File: src/rtl/jpeg_rle_dezigzag_dec.sv
// JPEG decoder-side run-length expansion and de-zigzag: rebuilds one 8x8 block of
// coefficients from (run, amplitude) symbols, then streams it out in raster order.
module jpeg_rle_dezigzag_dec #(
   parameter int COEF_W = 12
) (
   input  logic                     clk,
   input  logic                     rst,
   input  logic                     in_valid,
   output logic                     in_ready,
   input  logic [3:0]               in_run,
   input  logic signed [COEF_W-1:0] in_amp,
   input  logic                     in_eob,
   output logic                     out_valid,
   input  logic                     out_ready,
   output logic signed [COEF_W-1:0] out_coef,
   output logic [5:0]               out_idx,
   output logic                     out_last,
   output logic                     err
);

   typedef enum logic [1:0] {
      FILL_DC,
      FILL_AC,
      DRAIN
   } state_e;

   // Zigzag position -> natural (row-major) index.
   localparam logic [5:0] ZZ_TAB [64] = '{
       0,  1,  8, 16,  9,  2,  3, 10,
      17, 24, 32, 25, 18, 11,  4,  5,
      12, 19, 26, 33, 40, 48, 41, 34,
      27, 20, 13,  6,  7, 14, 21, 28,
      35, 42, 49, 56, 57, 50, 43, 36,
      29, 22, 15, 23, 30, 37, 44, 51,
      58, 59, 52, 45, 38, 31, 39, 46,
      53, 60, 61, 54, 47, 55, 62, 63
   };

   state_e                   state_q, state_d;
   logic [5:0]               k_q, k_d;
   logic [5:0]               r_q, r_d;
   logic [63:0]              mask_q, mask_d;
   logic                     in_ready_q;
   logic                     err_q, err_d;
   logic                     wr_en;
   logic [5:0]               wr_idx;
   logic [6:0]               nk;
   logic                     accept;
   logic signed [COEF_W-1:0] buf_q [64];

   assign accept = in_valid && in_ready_q;
   assign nk     = {1'b0, k_q} + {3'b000, in_run} + 7'd1;

   // NOTE: every signal written here gets a default first, so no path leaves one
   // unassigned and no latch is inferred.
   always_comb begin
      state_d = state_q;
      k_d     = k_q;
      r_d     = r_q;
      mask_d  = mask_q;
      err_d   = 1'b0;
      wr_en   = 1'b0;
      wr_idx  = 6'd0;
      case (state_q)
         FILL_DC: begin
            if (accept) begin
               if (in_eob) begin
                  state_d = DRAIN;
               end else begin
                  wr_en   = 1'b1;
                  wr_idx  = 6'd0;
                  k_d     = 6'd0;
                  state_d = FILL_AC;
               end
            end
         end
         FILL_AC: begin
            if (accept) begin
               if (in_eob) begin
                  state_d = DRAIN;
               end else if (nk > 7'd63) begin
                  // Run overflows the block: drop the symbol and close the block.
                  err_d   = 1'b1;
                  state_d = DRAIN;
               end else begin
                  wr_en  = 1'b1;
                  wr_idx = ZZ_TAB[nk[5:0]];
                  k_d    = nk[5:0];
                  if (nk == 7'd63) state_d = DRAIN;
               end
            end
         end
         DRAIN: begin
            if (out_ready) begin
               r_d = r_q + 6'd1;
               if (r_q == 6'd63) begin
                  mask_d  = '0;
                  state_d = FILL_DC;
               end
            end
         end
         default: state_d = FILL_DC;
      endcase
      if (wr_en) mask_d[wr_idx] = 1'b1;
   end

   // NOTE: sequential state uses non-blocking assignments so every register
   // samples the pre-edge values regardless of statement order.
   always_ff @(posedge clk or posedge rst) begin
      if (rst) begin
         state_q    <= FILL_DC;
         k_q        <= 6'd0;
         r_q        <= 6'd0;
         mask_q     <= '0;
         in_ready_q <= 1'b0;
         err_q      <= 1'b0;
      end else begin
         state_q    <= state_d;
         k_q        <= k_d;
         r_q        <= r_d;
         mask_q     <= mask_d;
         in_ready_q <= (state_d != DRAIN);
         err_q      <= err_d;
      end
   end

   // NOTE: the coefficient buffer is deliberately not reset; the written-mask
   // hides stale contents, so only the mask needs clearing.
   always_ff @(posedge clk) begin
      if (wr_en) buf_q[wr_idx] <= in_amp;
   end

   assign in_ready  = in_ready_q;
   assign err       = err_q;
   assign out_valid = (state_q == DRAIN);
   assign out_idx   = out_valid ? r_q : 6'd0;
   assign out_last  = out_valid && (r_q == 6'd63);
   assign out_coef  = (out_valid && mask_q[r_q]) ? buf_q[r_q] : '0;

endmodule

File: config.mk
export PLATFORM = sky130hd
export DESIGN_NAME = jpeg_rle_dezigzag_dec
export DESIGN_NICKNAME = d
export VERILOG_FILES = /design/src/rtl/jpeg_rle_dezigzag_dec.sv
export SDC_FILE = /design/constraint.sdc
export NUM_CORES = 1
export LEC_CHECK = 0
export ABC_AREA = 1
export ABC_CLOCK_PERIOD_IN_PS = 9350
export BUFFER_PORTS_ARGS = -buffer_cell sky130_fd_sc_hd__buf_2
export CORE_MARGIN = 4
export CORE_UTILIZATION = 45
export DETAILED_ROUTE_END_ITERATION = 16
export PLACE_DENSITY = 0.58
export SETUP_SLACK_MARGIN = 0.02
export SLEW_MARGIN = 20
export SYNTH_ARGS = -nofsm -noshare
export SYNTH_HDL_FRONTEND = slang
export SYNTH_SLANG_ARGS = --single-unit
File: constraint.sdc
create_clock -name clk -period 9.35 [get_ports clk]
set_input_delay 0.935 -clock clk [delete_from_list [all_inputs] [get_ports clk]]
set_output_delay 0.935 -clock clk [all_outputs]
set_load 0.05 [all_outputs]
* Word-level counts from Yosys, hierarchy flattened
Memories as Yosys holds them, arrays and structs flattened.
Cells that the tools add are included.
** Word-level totals
- Register bits after elaboration :: 80
- Bits in writable memories :: 768
- Bits in read-only memories :: 384
- Input port bits :: 21
- Output and inout bits :: 22
- Memories :: 2
** Memory list
- buf_q :: words 64, bits a word 12, read ports 1, clocked after memory_dff 0, wr ports 1, line 49 : logic signed [COEF_W-1:0] buf_q [64];
- (name not given) :: words 64, bits a word 6, read ports 1, clocked after memory_dff 0, wr ports 0, line 87 : wr_idx = ZZ_TAB[nk[5:0]];
** Operators by class
- Add/subtract/negate cells :: 3
- $lt $le $gt $ge :: 5
- Equality and inequality tests :: 10
- Multiplexer cells :: 43
- Bitwise operators :: 2
- Reductions and logical operators :: 8
** Operators with widths (number)
- 64-bit two-way mux :: 4
- 6-bit two-way mux :: 12
- 64-bit OR :: 1
- 2-bit two-way mux :: 8
- 6-bit by 7-bit < comparator with 1-bit output, second input constant :: 2
- 1-bit two-way mux :: 13
- 12-bit two-way mux :: 1
- 2-bit != test, second input constant :: 6
- 6-bit case mux with 2 select lines :: 1
- 6-bit by 4-bit adder with 7-bit output :: 1
- 7-bit by 1-bit adder with 7-bit output, second input constant :: 1
- 7-bit by 6-bit equality test with 1-bit output, second input constant :: 1
- 7-bit greater-or-equal comparator, second input constant :: 1
- 7-bit by 6-bit > comparator with 1-bit output, second input constant :: 1
- 6-bit inverter with 7-bit output :: 1
- 6-bit by 1-bit adder with 6-bit output, second input constant :: 1
- 1-bit binary-select mux with 6-bit select :: 1
- 1-bit demux with 6-bit select :: 1
- 6-bit equality test, second input constant :: 1
- 6-bit by 1-bit greater-or-equal comparator with 1-bit output, second input constant :: 1
- 2-bit case mux with 3 select lines :: 1
- 6-bit AND reduction :: 1
- 1-bit logical AND :: 4
- 2-bit by 1-bit equality test with 1-bit output, second input constant :: 1
- other kinds (5) :: 5

* Logic depth before layout (Yosys ltp)
Gate-level depths: netlist of the first run.
- Word-level depth :: 16
- Depth in mapped cells :: 22
- Mapped depth without buffers :: 21

* Least setup slack after synthesis of the first run
OpenSTA, ideal clock, no wires.
- Path type :: input -> register
- Start :: input in_run[0]
- End :: memory buf_q[16][0], enable pin
- Library setup time :: 380 ps
- Arrival time :: 3793 ps
- Setup slack :: 5176 ps
- Cell stages on the path :: 19
- Buffers on the path :: 0
- Cell sequence :: inv_1 > ha_1 > inv_1 > fa_1 > inv_1 > ha_1 > inv_1 > nand4_1 > nand2_1 > inv_1 > nand2_1 > nand3_1 > a21oi_1 > nor2_1 > nand2_2 > nand2_1 > nor2_2 > inv_1 > nor2_1
** Between the ends
- Longest elaborated chain between the ends :: 10
- Elaborated cells on any way between the ends :: 17
- Those cells by class :: 2 x add/sub; 1 x order compare; 12 x mux; 1 x bitwise; 1 x memory
** RTL lines
- start, declared :: line 10 : input logic [3:0] in_run,
- 6-bit by 4-bit adder with 7-bit output (*) :: line 52 : assign nk = {1'b0, k_q} + {3'b000, in_run} + 7'd1;
- 7-bit by 1-bit adder with 7-bit output (*) :: line 52
- 6-bit inverter with 7-bit output (implied by the code) :: line 87
- memory read 64 x 6 bit
- 6-bit two-way mux (implied by the code) (2 in series) :: line 87
- 6-bit two-way mux :: line 81 : end else if (nk > 7'd63) begin
- 6-bit two-way mux :: line 79 : if (in_eob) begin
- 6-bit two-way mux :: line 78 : if (accept) begin
- 6-bit two-way mux
- end, declared :: line 49
Every way passes the cells marked *; elsewhere a longest branch is shown, timed or not. The select of a mux whose other input is x is not followed.

* Worst setup path after layout of the first run
- Start :: register r_q[1]
- End :: output out_coef[10]
** Between the ends
- Longest elaborated chain between the ends :: 4
- Elaborated cells on any way between the ends :: 5
- Those cells by class :: 3 x mux; 1 x reduce/logical; 1 x memory
** RTL lines
- start, declared :: line 41 : logic [5:0] r_q, r_d;
- start signal, assigned :: line 120 : r_q <= r_d;
- 1-bit binary-select mux with 6-bit select :: line 138 : assign out_coef = (out_valid && mask_q[r_q]) ? buf_q[r_q] : '0;
- 1-bit two-way mux (implied by the code) :: line 138
- 1-bit logical AND :: line 138
- 12-bit two-way mux (*) :: line 138
- end, declared :: line 15 : output logic signed [COEF_W-1:0] out_coef,
Marked as above.

==> results.md, run 1 <==
- Run status: finished, final reports clean
- Count of endpoints failing hold in the final timing report: 0
- Syn-to-layout area delta: 11.4%
- Fraction of synthesized area in multiplexers: 0%
- Final ANT Viol Nets: 0
- Share of the core filled with cells in the final layout: between 50% and 60%
- Drt first pass iters: 6
- Antenna cells: 0
- Synth Area in Adders: less than 1%
- Global Route Usage Sum: 23.8%
- Die H: approximately 290 µm
- WP data required: ~8.4 ns
- Number of distinct library cells after synthesis: 42
- Yosys synthesis warning count: 0
- Number of inserted filler cells in the final layout: 6852
- Xor and xnor area share after synthesis: 0.123%
- Leading cell types by total area after synthesis: sky130_fd_sc_hd__edfxtp_1 65%, sky130_fd_sc_hd__nand2_1 8.6%, sky130_fd_sc_hd__dfrtp_1 5.6%
- Most repeated cell in the gate-level netlist after synthesis: sky130_fd_sc_hd__nand2_1
- Vias post-DR: around 24000
- Synth top area share: 64.8%
- Commonest register cell after synthesis: sky130_fd_sc_hd__edfxtp_1
- Post-synthesis simple-gate area fraction: between 10% and 20%
- Clock root buffer: sky130_fd_sc_hd__clkbuf_16
- Detailed-route wire length: 99800 µm
- Unrepaired setup endpoints after global routing: false
- Crit share post-route: about two thirds
- Clock Skew: roughly 0.021 ns
- Max-slew violations: 0
- Insertion delay of the later-clocked pin in the worst-skew pair: 0.63 ns
- Drc violations: 0
- Dominant combinational cell family by area after synthesis: simple AND/OR/NAND/NOR gates
- Number of global-route vias before repair: around 23000
- Per-cell routed wire length: 24.1 µm
- DIE AREA: about 84000 µm²
- Number of synthesized flops with an enable pin: around 770
- Core area: around 80000 µm²
- Mapped Area: 35600 µm²
- I/O Buffers: 42
- Total global routing overflow: 0
- Chip width: around 290 µm
- Largest net degree at the start of global routing: roughly 220
- Actual transition at the worst max-transition pin: approximately 1.1 ns
- Final estimated routing congestion in global placement: ~0.83
- Antenna violations before repair: 0
- Synthesized area divided by synthesized cell count: roughly 12 µm²
- Vias per inst: 5.83
- Max Root-Sink Buffers: 3
- Number of instances in the synthesized netlist: a little over 3000
- Number of setup violations in the final report: 0
- Clock period minus worst slack: between 6 and 7 ns
- Net count reported at finish: just over 3000
- Initial standard-cell utilization of the core: 45.7%
- Depth of the CTS H-tree: 3
- Number of maximum-capacitance constraint violations: 0
- Number of nets in the synthesized netlist: a little over 3000
- Post-CTS Setup Repair Bufs: 0
- Share of cells above drive strength 1: 9.35%
- CTS clk-pin slew, worst paths: roughly 0.060 ns
- Setup TNS: 0 ns
- Worst min-delay path class: input port to async pin
- PnR Total Power: between 10 and 15 mW
- Startpoint-to-endpoint class of the critical path: flop to output pin
- Library cell with the largest summed area after synthesis: sky130_fd_sc_hd__edfxtp_1
- Maximum VDD drop: around 0.22 mV
- CTS Buf Count: 87
- Standard-cell row count: 102
- Worst rel slew slack: approximately 28%
- Synth Register Bits: 848
- Number of hold-repair buffers added at the cts stage: 0
- TritonCTS clock tree: yes
- CP endpoint kind: output pin
- Total of cells resized after clock tree synthesis: 0
- Fraction of the mapped netlist area in compound gates: 8.95%
- Placed wire-length estimate: 55400 µm
- Most common library cells after synthesis: 816 x sky130_fd_sc_hd__nand2_1, 768 x sky130_fd_sc_hd__edfxtp_1, 379 x sky130_fd_sc_hd__nand3_1
- Portion of the post-synthesis area used by sequential elements: 70.4%
- First-pass GRT wire length: 149000 µm
- CTS Sinks: about 850
- Top fanout value on the critical path: 82
- Critical Path Source Type: flop
- Arrival time at the worst endpoint: between 5 and 6 ns
- Achievable Freq: 0.162 GHz
- Top Ports: 43
- P per Cell Area: 305 nW/µm²
- Asr flop ratio synth: under 10%
- Leak Pwr: about 14 nW
- Drt initial violations: roughly 2700
==> cells in the final DEF (no fill, tap or decap), drive strengths merged, types with 17 or more instances in the layout <==
cell type,n
ha,17
nand2,827
buf,92
o22ai,18
clkinv,35
nor2,182
o211ai,22
clkbuf,109
dfrtp,80
nand3,388
edfxtp,768
a21oi,219
a221o,87
o21ai,112
inv,75
==> cell families after synthesis <==
kind of cell	after synthesis
adders and majority gates	18
buffers and inverters	276
and+or+nand+nor	1408
AOI/OAI and AO/OA	498
xor gates and xnor gates	5
DFF	848
==> critical path: stages (launching register included) <==
cell and delay, ns:
sky130_fd_sc_hd__dfrtp_4 0.73, sky130_fd_sc_hd__inv_8 0.50, sky130_fd_sc_hd__buf_4 0.95, sky130_fd_sc_hd__o21ai_0 0.28
sky130_fd_sc_hd__o221ai_1 0.24, sky130_fd_sc_hd__nand3_1 0.17, sky130_fd_sc_hd__o211ai_1 0.14, sky130_fd_sc_hd__nand3_1 0.09
sky130_fd_sc_hd__nand2_1 0.08, sky130_fd_sc_hd__nand2_1 0.46, sky130_fd_sc_hd__nor2_1 0.47, sky130_fd_sc_hd__buf_2 0.34
==> path summary, 6_finish.rpt <==
path                                 start            end  slack, ns  cells past startpoint
worst min register to register  mask_q[58]     mask_q[58]       0.48                      2
worst min-delay path                   rst         r_q[0]       0.13                      2
worst max-delay path                r_q[1]   out_coef[10]       3.17                     11
max in group asynchronous              rst         r_q[1]       8.20                      3
worst max register to register      k_q[0]  buf_q[50][10]       4.08                     18
min in group clk                mask_q[58]     mask_q[58]       0.48                      2
==> flip-flops by register name (all words and copies together), names as in the netlist <==
signal and count:
buf_q 768, mask_q 64, k_q 6, r_q 6, state_q 2, err 1
in_ready 1
==> power breakdown <==
part	internal, mW	leakage, nW	switching (mW)
Clock	2.03	1.37	1.46
Sequential	4.18	7.99	0.188
Combinational	1.16	4.89	3.09
Total	7.37	14.2	4.73
==> cell type report <==
cell class	count	area [µm²]	area share, %
Clock buffer	109	2310	5.83
Tap cell	1040	1300	3.28
Sequential cell	848	25100	63.2
Timing Repair Buffer	92	627	1.58
Inverter	74	295	0.745
Multi-Input combinational cell	1929	9510	24.0
Clock inverter	51	524	1.32
==> per-layer routing <==
metal / track usage, % / wire [µm]
met1: 33.4 / 42600
met2: 38.1 / 47100
met3: 5.03 / 7770
met4: 5.95 / 2300
met5: 0 / 0
==> per-stage QoR <==
step	worst slack, ns	std cells	cell area, µm²	hold WS (ns)
4_1_cts	3.19	4142	39600	0.0899
3_5_place_dp	3.38	3982	36800	0.461
3_3_place_gp	3.43	3982	36800	0.458
5_1_grt	2.92	4143	39700	0.0997
6_report	3.17	4143	39700	0.128
2_1_floorplan	5.18	3053	35600	0.444
No activity file was read; power rests on OpenSTA's default activity.
==> inputs of run 2 (changes only) <==
ABC_CLOCK_PERIOD_IN_PS = 5400   (was 9350)
PLACE_DENSITY = 0.6   (was 0.58)
clock period = 5.4 ns   (was 9.35 ns; I/O delays follow)
==> run 2 against run 1 <==
  * Cell area up 1.1%
  * Setup slack lost 2.6 ns
  * Global-route usage is 0.42 points higher
  * Via count rose by 1.8%
  * Clock power is 70% higher
  * First-iteration DRC count up 1.5%
  * Sequential share of layout area fell by 0.66 points
  * Hold slack better by 0.11 ns
  * Flip-flop and latch count unchanged
  * Total power is 73% higher
  * Critical path type unchanged
  * Largest cell class unchanged
==> results.md, run 2 (synthesized netlist as in run 1, its figures left out) <==
- Drc violations: 0
- Startpoint of the worst hold path: in_eob
- Drt first pass iters: 6
- Slowest library cell on the worst path: sky130_fd_sc_hd__dfrtp_4
- Achievable Freq: between 0.2 and 0.25 GHz
- Maximum VDD drop: between 0.3 and 0.4 mV
- Core area: just under 80000 µm²
- Syn-to-layout area delta: 12.6%
- Vias post-DR: 24600
- First-pass GRT wire length: roughly 150000 µm
- Standard-cell row count: between 100 and 150
- Clock Skew: 0.0167 ns
- Net count reported at finish: roughly 3100
- Worst rel slew slack: 34.2%
- Setup TNS: 0 ns
- Delay of the slowest cell on the worst path: ~0.87 ns
- Largest delay contributor family on the critical path: buffers and inverters
- Critical Path Source Type: flop
- CTS Sinks: 848
- Actual transition at the worst max-transition pin: a little under 1 ns
- Most used cells in the layout excluding fill and tap cells: 815 x sky130_fd_sc_hd__nand2_1, 768 x sky130_fd_sc_hd__edfxtp_1, 379 x sky130_fd_sc_hd__nand3_1
- Post-CTS Setup Repair Bufs: 0
- Number of global-route vias before repair: about 24000
- Top Ports: 43
- Top cell by count, worst path: sky130_fd_sc_hd__a21oi_1
- CTS Buf Count: 90
- Largest reg by FF count: buf_q
- Drt initial violations: roughly 2700
- P per Cell Area: around 520 nW/µm²
- Antenna violations before repair: 0
- Largest registers: buf_q: 768 flops, mask_q: 64 flops
- Startpoint-to-endpoint class of the critical path: flop to output pin
- Sequence of cells on the critical path: buf_4, o21ai_0, nor2_1, a21oi_1, a21oi_1, o21ai_0, nand3_1, nand3_1, nand2_1, nand2_1, a21oi_1, buf_2
- Final ANT Viol Nets: 0
- Chip width: 289 µm
- DIE AREA: between 80000 and 90000 µm²
- Unrepaired setup endpoints after global routing: false
- CP endpoint kind: output pin
- Placed wire-length estimate: between 50000 and 60000 µm
- Worst hold path cell count: 3
- Arrival time at the worst endpoint: about 4.3 ns
- Number of buffer and inverter instances along the worst setup path: 2
- CTS clk-pin slew, worst paths: about 0.06 ns
- Global Route Usage Sum: about a quarter
- Die H: between 200 and 300 µm
- Number of cells on the worst reg-to-reg path: 18
- Flip-flop count of the largest register after layout: about 770
- Insertion delay of the later-clocked pin in the worst-skew pair: approximately 0.65 ns
- Count of endpoints failing hold in the final timing report: 0
- Max Root-Sink Buffers: 3
- Most frequent standard cell in the layout excluding fill and tap cells: sky130_fd_sc_hd__nand2_1
- PnR Total Power: ~21 mW
- Top fanout value on the critical path: 54
- Clock root buffer: sky130_fd_sc_hd__clkbuf_16
- Final estimated routing congestion in global placement: slightly below 0.9
- Max-slew violations: 0
- Share of cells above drive strength 1: about a tenth
- Worst min-delay path class: input port to flop
- TritonCTS clock tree: yes
- Antenna cells: 0
- Number of stages on the worst setup path: 12
- Number of setup violations in the final report: 0
- Total global routing overflow: 0
- Leak Pwr: approximately 15 nW
- Depth of the CTS H-tree: 3
- Origin of the worst setup path: r_q[0]
- Crit share post-route: about nine tenths
- Per-cell routed wire length: between 20 and 25 µm
- Number of maximum-capacitance constraint violations: 0
- Final hold slack: about 0.24 ns
- Detailed-route wire length: 102000 µm
- Vias per inst: between 5 and 6
- WP data required: between 4 and 5 ns
- Initial standard-cell utilization of the core: a little under half
- R2R Path Start: k_q[0]
- Run status: finished, final reports clean
- I/O Buffers: 42
- Clock period minus worst slack: between 4 and 5 ns
- Largest net degree at the start of global routing: 120
run 2: cell count changes in the layout (fill, tap and decap cells not counted), sizes merged:
cell | previous run | this run
buf | 92 | 143
bufinv | 10 | 5
clkbuf | 109 | 110
clkinv | 35 | 48
clkinvlp | 5 | 3
dlygate4sd3 | 0 | 1
inv | 75 | 73
run 2: path summary, 6_finish.rpt:
path / to / slack [ns]
max: out_coef[3] / 0.55
min: state_q[1] / 0.24
max reg2reg: buf_q[56][5] / 0.94
min reg2reg: mask_q[26] / 0.48
max in group asynchronous: r_q[2] / 3.80
min in group asynchronous: err / 0.48
run 2: routing by layer:
layer / up-vias / track usage (%) / wire length (µm)
li1: 11100 / - / -
met4: 0 / 7.52 / 2850
met3: 162 / 3.99 / 7750
met1: 12300 / 34.1 / 43000
met5: - / 0 / 0
met2: 1073 / 38.8 / 48200
run 2: what timing repair did:
item | 4_1_cts | 5_1_grt
hold endpoints to repair | 30 | 0
hold buffers | 1 | 0
endpoints found under the setup margin | 0 | 0
resized for setup | 0 | 0
run 2: final cells by class:
cell class,instances,area [µm²]
flip-flops and latches,848,25100
clock inverters,55,469
well taps,1040,1300
multi-input cells,1929,9480
fillers,6756,37900
repair buffers,144,1090
inverters,74,293
clock buffers,110,2360
run 2: per-stage QoR:
stage | utilization (%) | cells | instance area [µm²] | worst slack [ns]
3_3_place_gp | 47.7 | 4034 | 37200 | 0.616
6_report | 51.4 | 4200 | 40100 | 0.545
3_5_place_dp | 47.7 | 4034 | 37200 | 0.750
5_1_grt | 51.4 | 4200 | 40100 | 0.314
4_1_cts | 51.4 | 4200 | 40100 | 0.599
2_1_floorplan | - | 3053 | 35600 | 1.62
run 2: worst register-to-register path: stages, from the launching register on:
cell and delay, ns:
sky130_fd_sc_hd__dfrtp_1 0.36, sky130_fd_sc_hd__inv_1 0.07, sky130_fd_sc_hd__ha_1 0.14, sky130_fd_sc_hd__inv_1 0.07
sky130_fd_sc_hd__fa_1 0.44, sky130_fd_sc_hd__nand2_1 0.17, sky130_fd_sc_hd__nand2_1 0.44, sky130_fd_sc_hd__nand2_1 0.26
sky130_fd_sc_hd__nand2_1 0.09, sky130_fd_sc_hd__inv_1 0.06, sky130_fd_sc_hd__nand2_1 0.05, sky130_fd_sc_hd__nand3_1 0.07
sky130_fd_sc_hd__nand2_1 0.06, sky130_fd_sc_hd__nand2_1 0.10, sky130_fd_sc_hd__nand3_2 0.18, sky130_fd_sc_hd__nor2_4 0.19
sky130_fd_sc_hd__nand3_1 0.60, sky130_fd_sc_hd__nor2_1 0.50, sky130_fd_sc_hd__buf_4 0.30
run 2: power by group:
group | leakage (nW) | switching [mW] | internal, mW | total, mW
clock network | 1.37 | 2.57 | 3.36 | 5.93
registers | 7.99 | 0.174 | 7.25 | 7.42
logic | 5.19 | 5.52 | 2.11 | 7.64
total | 14.6 | 8.27 | 12.7 | 21.0
